## src/rtl/vic_cpu_if_if.sv

```systemverilog
// ============================================================================
// Module   : vic_cpu_if_if
// Brief    : Bus bundle between the interrupt controller / CPU core and the
//            vector interrupt CPU interface block.
// Revision : 1.0 - initial release
// ============================================================================
`default_nettype none

interface vic_cpu_if_if;
    logic        i_irq;
    logic [4:0]  i_irq_addr;
    logic        o_irq_ack;
    logic        i_cpu_int_en;
    logic        i_vt_we;
    logic [4:0]  i_vt_addr;
    logic [31:0] i_vt_data;
    logic        o_jump_req;
    logic [31:0] o_jump_addr;
    logic        i_jump_ack;
    logic        i_reti;
    logic        o_in_isr;
    logic [4:0]  o_cur_irq;

    modport slave (
        input  i_irq, i_irq_addr, i_cpu_int_en, i_vt_we, i_vt_addr, i_vt_data,
               i_jump_ack, i_reti,
        output o_irq_ack, o_jump_req, o_jump_addr, o_in_isr, o_cur_irq
    );

    modport master (
        output i_irq, i_irq_addr, i_cpu_int_en, i_vt_we, i_vt_addr, i_vt_data,
               i_jump_ack, i_reti,
        input  o_irq_ack, o_jump_req, o_jump_addr, o_in_isr, o_cur_irq
    );
endinterface

`default_nettype wire

```

## src/rtl/vic_cpu_if.sv

```systemverilog
// ============================================================================
// Module   : vic_cpu_if
// Brief    : Vectored interrupt entry/return sequencer with a 31-entry vector
//            table. Define VIC_CPU_IF_NEST_EN to compile in preemption.
// Revision : 1.0 - initial release
// ============================================================================
`default_nettype none

module vic_cpu_if #(
    parameter logic [31:0] VT_RESET_BASE = 32'h0000_0100,
    parameter int          NEST_DEPTH    = 4
) (
    input  wire logic     i_clk,
    input  wire logic     i_rst,
    vic_cpu_if_if.slave   bus
);

    localparam logic [2:0] c_idle    = 3'd0;
    localparam logic [2:0] c_latch   = 3'd1;
    localparam logic [2:0] c_jump    = 3'd2;
    localparam logic [2:0] c_ack     = 3'd3;
    localparam logic [2:0] c_service = 3'd4;

    localparam int         c_entries = 31;
    localparam logic [4:0] c_no_irq  = 5'd31;

    logic [2:0]  r_state;
    logic [2:0]  w_next;
    logic [31:0] r_table [0:c_entries-1];
    logic [4:0]  r_latched;
    logic [31:0] r_jump_addr;
    logic        r_in_isr;
    logic [4:0]  r_cur_irq;
    logic        w_take;
    logic        w_return_idle;
    logic        w_preempt;

    // Number 31 is reserved as "nothing pending".
    assign w_take = bus.i_irq && bus.i_cpu_int_en && (bus.i_irq_addr != c_no_irq);

`ifdef VIC_CPU_IF_NEST_EN
    localparam int SP_W  = $clog2(NEST_DEPTH + 1);
    localparam int IDX_W = (NEST_DEPTH > 1) ? $clog2(NEST_DEPTH) : 1;

    logic [4:0]      r_stack [0:NEST_DEPTH-1];
    logic [SP_W-1:0] r_sp;
    logic [SP_W-1:0] w_top;
    logic            w_full;
    logic            w_empty;

    assign w_top         = r_sp - 1'b1;
    assign w_full        = (r_sp == SP_W'(NEST_DEPTH));
    assign w_empty       = (r_sp == '0);
    assign w_return_idle = w_empty;
    assign w_preempt     = w_take && (bus.i_irq_addr < r_cur_irq) && !w_full;
`else
    logic w_unused_depth;

    assign w_unused_depth = (NEST_DEPTH != 0);
    assign w_return_idle  = 1'b1;
    assign w_preempt      = 1'b0;
`endif

    always_ff @(posedge i_clk) begin
        if (i_rst) begin
            r_state <= c_idle;
        end else begin
            r_state <= w_next;
        end
    end

    // A return always wins over a simultaneous request; the request is
    // sampled again from IDLE on the following cycle.
    always_comb begin
        w_next = r_state;
        case (r_state)
            c_idle:    if (w_take) w_next = c_latch;
            c_latch:   w_next = c_jump;
            c_jump:    if (bus.i_jump_ack) w_next = c_ack;
            c_ack:     w_next = c_service;
            c_service: begin
                if (bus.i_reti) begin
                    if (w_return_idle) w_next = c_idle;
                end else if (w_preempt) begin
                    w_next = c_latch;
                end
            end
            default:   w_next = c_idle;
        endcase
    end

    always_comb begin
        bus.o_jump_req = (r_state == c_jump);
        bus.o_irq_ack  = (r_state == c_ack);
    end

    assign bus.o_jump_addr = r_jump_addr;
    assign bus.o_in_isr    = r_in_isr;
    assign bus.o_cur_irq   = r_cur_irq;

    // The LATCH read uses the pre-edge table contents, so a write to the same
    // entry in that cycle only affects later entries.
    always_ff @(posedge i_clk) begin
        if (i_rst) begin
            for (int i = 0; i < c_entries; i++) begin
                r_table[i] <= VT_RESET_BASE + 32'(4 * i);
            end
            r_latched   <= '0;
            r_jump_addr <= '0;
            r_in_isr    <= 1'b0;
            r_cur_irq   <= '0;
        end else begin
            if (bus.i_vt_we && (bus.i_vt_addr != c_no_irq)) begin
                r_table[bus.i_vt_addr] <= bus.i_vt_data;
            end
            case (r_state)
                c_idle: begin
                    if (w_take) r_latched <= bus.i_irq_addr;
                end
                c_latch: begin
                    r_jump_addr <= r_table[r_latched];
                end
                c_jump: begin
                    if (bus.i_jump_ack) begin
                        r_in_isr  <= 1'b1;
                        r_cur_irq <= r_latched;
                    end
                end
                c_service: begin
                    if (bus.i_reti) begin
`ifdef VIC_CPU_IF_NEST_EN
                        if (w_empty) begin
                            r_in_isr <= 1'b0;
                        end else begin
                            r_cur_irq <= r_stack[w_top[IDX_W-1:0]];
                        end
`else
                        r_in_isr <= 1'b0;
`endif
                    end else if (w_preempt) begin
                        r_latched <= bus.i_irq_addr;
                    end
                end
                default: ;
            endcase
        end
    end

`ifdef VIC_CPU_IF_NEST_EN
    always_ff @(posedge i_clk) begin
        if (i_rst) begin
            r_sp <= '0;
            for (int i = 0; i < NEST_DEPTH; i++) begin
                r_stack[i] <= '0;
            end
        end else if (r_state == c_service) begin
            if (bus.i_reti) begin
                if (!w_empty) r_sp <= w_top;
            end else if (w_preempt) begin
                r_stack[r_sp[IDX_W-1:0]] <= r_cur_irq;
                r_sp                     <= r_sp + 1'b1;
            end
        end
    end
`endif

endmodule

`default_nettype wire

```

## src/flat_wrapper.sv

```systemverilog
// flat-port wrapper written by rule: the top's interface ports become plain ports
module vic_cpu_if_flat 
#(
    parameter logic [31:0] VT_RESET_BASE = 32'h0000_0100,
    parameter int          NEST_DEPTH    = 4
)
  (i_clk, i_rst, bus_i_irq, bus_i_irq_addr, bus_i_cpu_int_en, bus_i_vt_we, bus_i_vt_addr, bus_i_vt_data, bus_i_jump_ack, bus_i_reti, bus_o_irq_ack, bus_o_jump_req, bus_o_jump_addr, bus_o_in_isr, bus_o_cur_irq);
  vic_cpu_if_if bus_i ();
  input  wire logic i_clk;
  input  wire logic i_rst;
  input wire logic [$bits(bus_i.i_irq)-1:0] bus_i_irq;
  input wire logic [$bits(bus_i.i_irq_addr)-1:0] bus_i_irq_addr;
  input wire logic [$bits(bus_i.i_cpu_int_en)-1:0] bus_i_cpu_int_en;
  input wire logic [$bits(bus_i.i_vt_we)-1:0] bus_i_vt_we;
  input wire logic [$bits(bus_i.i_vt_addr)-1:0] bus_i_vt_addr;
  input wire logic [$bits(bus_i.i_vt_data)-1:0] bus_i_vt_data;
  input wire logic [$bits(bus_i.i_jump_ack)-1:0] bus_i_jump_ack;
  input wire logic [$bits(bus_i.i_reti)-1:0] bus_i_reti;
  output wire logic [$bits(bus_i.o_irq_ack)-1:0] bus_o_irq_ack;
  output wire logic [$bits(bus_i.o_jump_req)-1:0] bus_o_jump_req;
  output wire logic [$bits(bus_i.o_jump_addr)-1:0] bus_o_jump_addr;
  output wire logic [$bits(bus_i.o_in_isr)-1:0] bus_o_in_isr;
  output wire logic [$bits(bus_i.o_cur_irq)-1:0] bus_o_cur_irq;
  assign bus_i.i_irq = bus_i_irq;
  assign bus_i.i_irq_addr = bus_i_irq_addr;
  assign bus_i.i_cpu_int_en = bus_i_cpu_int_en;
  assign bus_i.i_vt_we = bus_i_vt_we;
  assign bus_i.i_vt_addr = bus_i_vt_addr;
  assign bus_i.i_vt_data = bus_i_vt_data;
  assign bus_i.i_jump_ack = bus_i_jump_ack;
  assign bus_i.i_reti = bus_i_reti;
  assign bus_o_irq_ack = bus_i.o_irq_ack;
  assign bus_o_jump_req = bus_i.o_jump_req;
  assign bus_o_jump_addr = bus_i.o_jump_addr;
  assign bus_o_in_isr = bus_i.o_in_isr;
  assign bus_o_cur_irq = bus_i.o_cur_irq;
  vic_cpu_if #(.VT_RESET_BASE(VT_RESET_BASE), .NEST_DEPTH(NEST_DEPTH)) u_core (.i_clk(i_clk), .i_rst(i_rst), .bus(bus_i));
endmodule
```

## config.mk

```make
export PLATFORM = sky130hd
export DESIGN_NAME = vic_cpu_if_flat
export DESIGN_NICKNAME = d
export VERILOG_FILES = /design/src/rtl/vic_cpu_if_if.sv /design/src/rtl/vic_cpu_if.sv /design/src/flat_wrapper.sv
export SDC_FILE = /design/constraint.sdc
export NUM_CORES = 1
export LEC_CHECK = 0
export CELL_PAD_IN_SITES_DETAIL_PLACEMENT = 0
export CELL_PAD_IN_SITES_GLOBAL_PLACEMENT = 1
export CORE_UTILIZATION = 35
export DETAILED_ROUTE_END_ITERATION = 10
export MAX_ROUTING_LAYER = met4
export PLACE_DENSITY = 0.67
export SYNTH_ARGS = -nofsm -noshare
export SYNTH_HDL_FRONTEND = slang
export SYNTH_SLANG_ARGS = --single-unit
```

## constraint.sdc

```tcl
create_clock -name i_clk -period 2.99 [get_ports i_clk]
set_input_delay 0.598 -clock i_clk [delete_from_list [all_inputs] [get_ports i_clk]]
set_output_delay 0.598 -clock i_clk [all_outputs]
set_load 0.05 [all_outputs]
```

* Yosys cells after proc, flatten, opt, wreduce, memory -nomap -nowiden
Memories as Yosys holds them, arrays and structs flattened. A register that Yosys moved wholly into a read port is not among the register bits.
Index checks and enable logic that the tools add are counted.
** Storage, ports and cells
- Word-level logic and storage cells :: 39
- Memories kept :: 1
- Output and inout bits :: 40
- Register bits after elaboration :: 14
- Input port bits :: 49
- Bits in writable memories :: 992
** Memories
- u_core.r_table :: words 31, bits a word 32, rd ports 1, clocked after Yosys merged registers in 1, wr ports 31, line vic_cpu_if.sv:29 : logic [31:0] r_table [0:c_entries-1];
** Operators by class
- Reduce and logical (&&, ||, !) cells :: 10
- Muxes and demuxes :: 15
- Equality and inequality tests :: 9
** Operators with widths (count)
- 32-bit two-way mux :: 1
- 32-bit OR reduction :: 1
- 3-bit case mux with 5 select lines :: 1
- 5-bit != test, second input constant :: 2
- 3-bit two-way mux :: 3
- 1-bit two-way mux :: 8
- 3-bit by 2-bit equality test with 1-bit output, second input constant :: 2
- 3-bit AND reduction :: 2
- 5-bit two-way mux :: 1
- 2-bit != test, second input constant :: 2
- 2-bit AND reduction :: 2
- 3-bit by 1-bit equality test with 1-bit output, second input constant :: 1
- 3-bit equality test, second input constant :: 1
- 1-bit logical AND :: 3
- 3-bit zero test :: 1
- 2-bit by 1-bit != test with 1-bit output, second input constant :: 1
- 1-bit case mux with 2 select lines :: 1
- 2-bit nonzero test :: 1

* Logic depth before layout (Yosys ltp)
- Word-level depth :: 7
- Gate-level depth with buffers :: 8
- Mapped depth without buffers :: 5

* Least setup slack after synthesis
No wires, ideal clock.
- Kind :: input port to flip-flop
- From :: in i_rst
- To :: mem u_core.r_table[12][0], enable pin
- Cell stages on the path :: 7
- Slack :: 375 ps
- Setup time :: 375 ps
- Data arrival time :: 2241 ps
- Data required time :: 2615 ps
- Cells stage by stage :: clkbuf_1 -> nand2b_1 -> or3_1 -> clkbuf_1 -> nor2_1 -> clkbuf_1 -> or2_2
** RTL lines
- from (decl) :: line flat_wrapper.sv:10 : input wire logic i_rst;
- to (decl) :: line vic_cpu_if.sv:29

==> results.toml <==
[critical_path]
end_kind = "flip-flop"
worstRegToRegCells = 8
crit_required_ns = 3.60
crit_end = "u_core.bus.o_jump_addr[0]"
crit_type = "flip-flop to flip-flop"
cp-start-kind = "flip-flop"
crit_start = "u_core.r_latched[0]"
r2r_end = "u_core.bus.o_jump_addr[0]"
rrSetupSlack_ns = 0.18
critPathMaxFanout = 36
cp_data_arrival_time_ns = 3.42
rr_startpoint = "u_core.r_latched[0]"

[floorplanning]
initial_core_util = 0.354
die_y_um = 375
die-area_sq_um = 141000
core_area_sq_um = 138000
die_x_um = 375
rows = 136
pin_count = 89

[finish]
fillers = 12500
area_growth_syn_to_layout_pct = 15.9
fin_nets = 3694
final_area_sq_um = 56400
stdcell_count = 5538
drive_above_1_share = 0.128

[yosys]
ys.flop_type = "edfxtp_1"
synth-edff-count = 1024
ys_seq_area_frac = 0.651
syn_area_sq_um = 48700
synth_seq_cells = 1070
synth_top_area_share = 0.632
async_reset_ff_frac = 0
ys_top_cells_by_area = "edfxtp_1 (63%), and2_1 (11%), mux2i_1 (11%)"
syn_area_per_cell_sq_um = 13.8
ys_types = 34
syn_inst = 3537
synth.most_common_cell = "edfxtp_1"
synth_common_cells = "edfxtp_1 (1024), and2_1 (887), mux2i_1 (522), clkbuf_1 (290), a22oi_1 (256)"
yosys_warnings = 0
yosys.area.top_type = "edfxtp_1"

[clock_tree]
clock_latency_ns = 0.70
clockBufferDepth = 3
clock-sinks = 1070
cts_made_buffers = 115
cts_hold_buf = 0
cts_tree = "done"
clk_pin_slew_worst_paths_ns = 0.06
root_buffer = "clkbuf_16"
clock_tree.htree_level_count = 3

[sta]
min_period_ns = 2.81
tightest_slew_ns = 0.707
hold_viol = 0
whs_ns = 0.500
skew_ns = 0.0209
rsz0062_at_grt = "no"
maxSlewHeadroom = 0.527
period_share = 0.940
tns_ns = 0
fmax_mhz = 356
setup_viol = 0
slew_viol_final = 0

[global_route]
grtUsageTotal = 0.191
grt_pass1_wl_mm = 192
grt_max_degree = 78
grt_remaining_overflow = 0
antenna_found_initial = 4
first_global_vias = 28300

[placement]
port_buffers = 88
dp_hpwl_mm = 82.6
dp_cells = 5322
place_area_sq_um = 52800
place_congestion = 0.819

[detailed_routing]
wl_mm = 132
num_vias = 28300
drc = 0
drt_iter0_drc = 2286
avgRoutedWirePerCell_um = 23.8
ant_nets = 0
viasPerCell = 5.10
first_pass_iters = 5

[worst_hold_path]
min_path_type = "flip-flop to flip-flop"
worstHoldStart = "u_core.bus.o_cur_irq[1]"

[outcome]
outcome = "finished, final reports clean"

[flow_run]
cap_violations = 0

[power_and_ir_drop]
power_leakage_nw = 18.7
ir_worst_vdd_mv = 0.442
powerDensity_nw_per_um2 = 604
[cells in the final DEF (no fill, tap or decap), types with 3 or more instances in the layout]
master	synthesis	layout
nor3_1	3	3
conb_1	1	32
clkinv_1	0	28
clkdlybuf4s50_1	0	86
clkbuf_8	0	3
buf_4	28	167
nand2_1	7	7
clkinv_2	0	16
clkbuf_16	0	119
nor2_1	80	48
or3_1	109	109
nand3b_1	4	4
dfxtp_1	46	45
nand3_1	3	3
edfxtp_1	1024	1024
buf_12	1	60
a211oi_2	32	32
and2_1	887	886
or2_2	32	32
nor2_2	0	31
clkbuf_1	290	37
mux2i_1	522	522
or4_1	32	32
bufinv_16	0	5
a21oi_1	128	128
a22oi_1	256	256
[how the worst min path moves through the flow]
stage          slack (ns)  cells after the start                       to
3_3_place_gp         0.47                      2  u_core.bus.o_cur_irq[3]
6_report             0.50                      2  u_core.bus.o_cur_irq[1]
3_5_place_dp         0.49                      2  u_core.bus.o_cur_irq[2]
4_1_cts              0.47                      3  u_core.bus.o_cur_irq[1]
2_1_floorplan        0.54                      2  u_core.bus.o_cur_irq[3]
5_1_grt              0.49                      3  u_core.bus.o_cur_irq[1]
[metal layers]
metal,global-route usage,vias up,wire length [um]
li1,-,13100,-
met5,-,-,0
met1,0.256,14300,60200
met3,0.0280,178,6060
met4,0.0601,0,4070
met2,0.297,671,61500
[flip-flops by register name, summed over array words and instances, names as in the netlist]
register                cells
u_core.r_table           1024
u_core.bus.o_jump_addr     32
u_core.bus.o_cur_irq        5
u_core.r_latched            5
u_core.r_state              3
u_core.bus.o_in_isr         1
[worst max-delay path: stages (launching register included)]
cell and delay [ns]:
dfxtp_4 0.51, buf_12 0.31, buf_12 0.21, mux2i_1 0.08, a22oi_1 0.42, a21oi_1 0.12, buf_4 0.17, or4_1 0.59
a211oi_2 0.26
[repair_timing]
action	in CTS	in global routing
endpoints found under the setup margin	1	0
setup buffers	0	0
gates resized for setup	1	0
[kinds of logic after synthesis]
| group | count (synthesis) | synth area share |
|---|---|---|
| other | 1 | 0.0000770 |
| multiplexers | 522 | 0.107 |
| buffers and inverters | 356 | 0.0339 |
| XOR/XNOR | 1 | 0.000180 |
| AO/OA/AOI/OAI | 420 | 0.0615 |
| flip-flops | 1070 | 0.651 |
| AND/OR/NAND/NOR | 1167 | 0.146 |
[metrics by stage]
stage | setup slack [ns] | power (mW) | utilization
floorplan | 0.375 | 19.4 | -
global placement | 0.0685 | 20.7 | 0.384
detailed placement | 0.0781 | 20.7 | 0.384
CTS | 0.164 | 34.4 | 0.410
global route | 0.0618 | 35.2 | 0.410
finish | 0.179 | 34.1 | 0.410
[final cells by class]
| class | instances | area [sq um] | area share |
|---|---|---|---|
| Antenna cell | 1 | 2.50 | 0.0000444 |
| Clock buffer | 159 | 3160 | 0.0560 |
| Clock inverter | 56 | 422 | 0.00747 |
| Inverter | 2 | 7.51 | 0.000133 |
| Multi-Input combinational cell | 2142 | 15600 | 0.276 |
| Sequential cell | 1070 | 31700 | 0.561 |
| Tap cell | 1794 | 2240 | 0.0398 |
| Timing Repair Buffer | 314 | 3320 | 0.0589 |
[where the power goes]
part | total [mW] | internal, mW | switching [mW] | leakage (nW)
clock network | 13.6 | 7.78 | 5.87 | 1.75
logic | 2.96 | 1.04 | 1.93 | 6.77
registers | 17.5 | 17.2 | 0.245 | 10.2
Note: power is estimated with default switching activity, not from simulation.
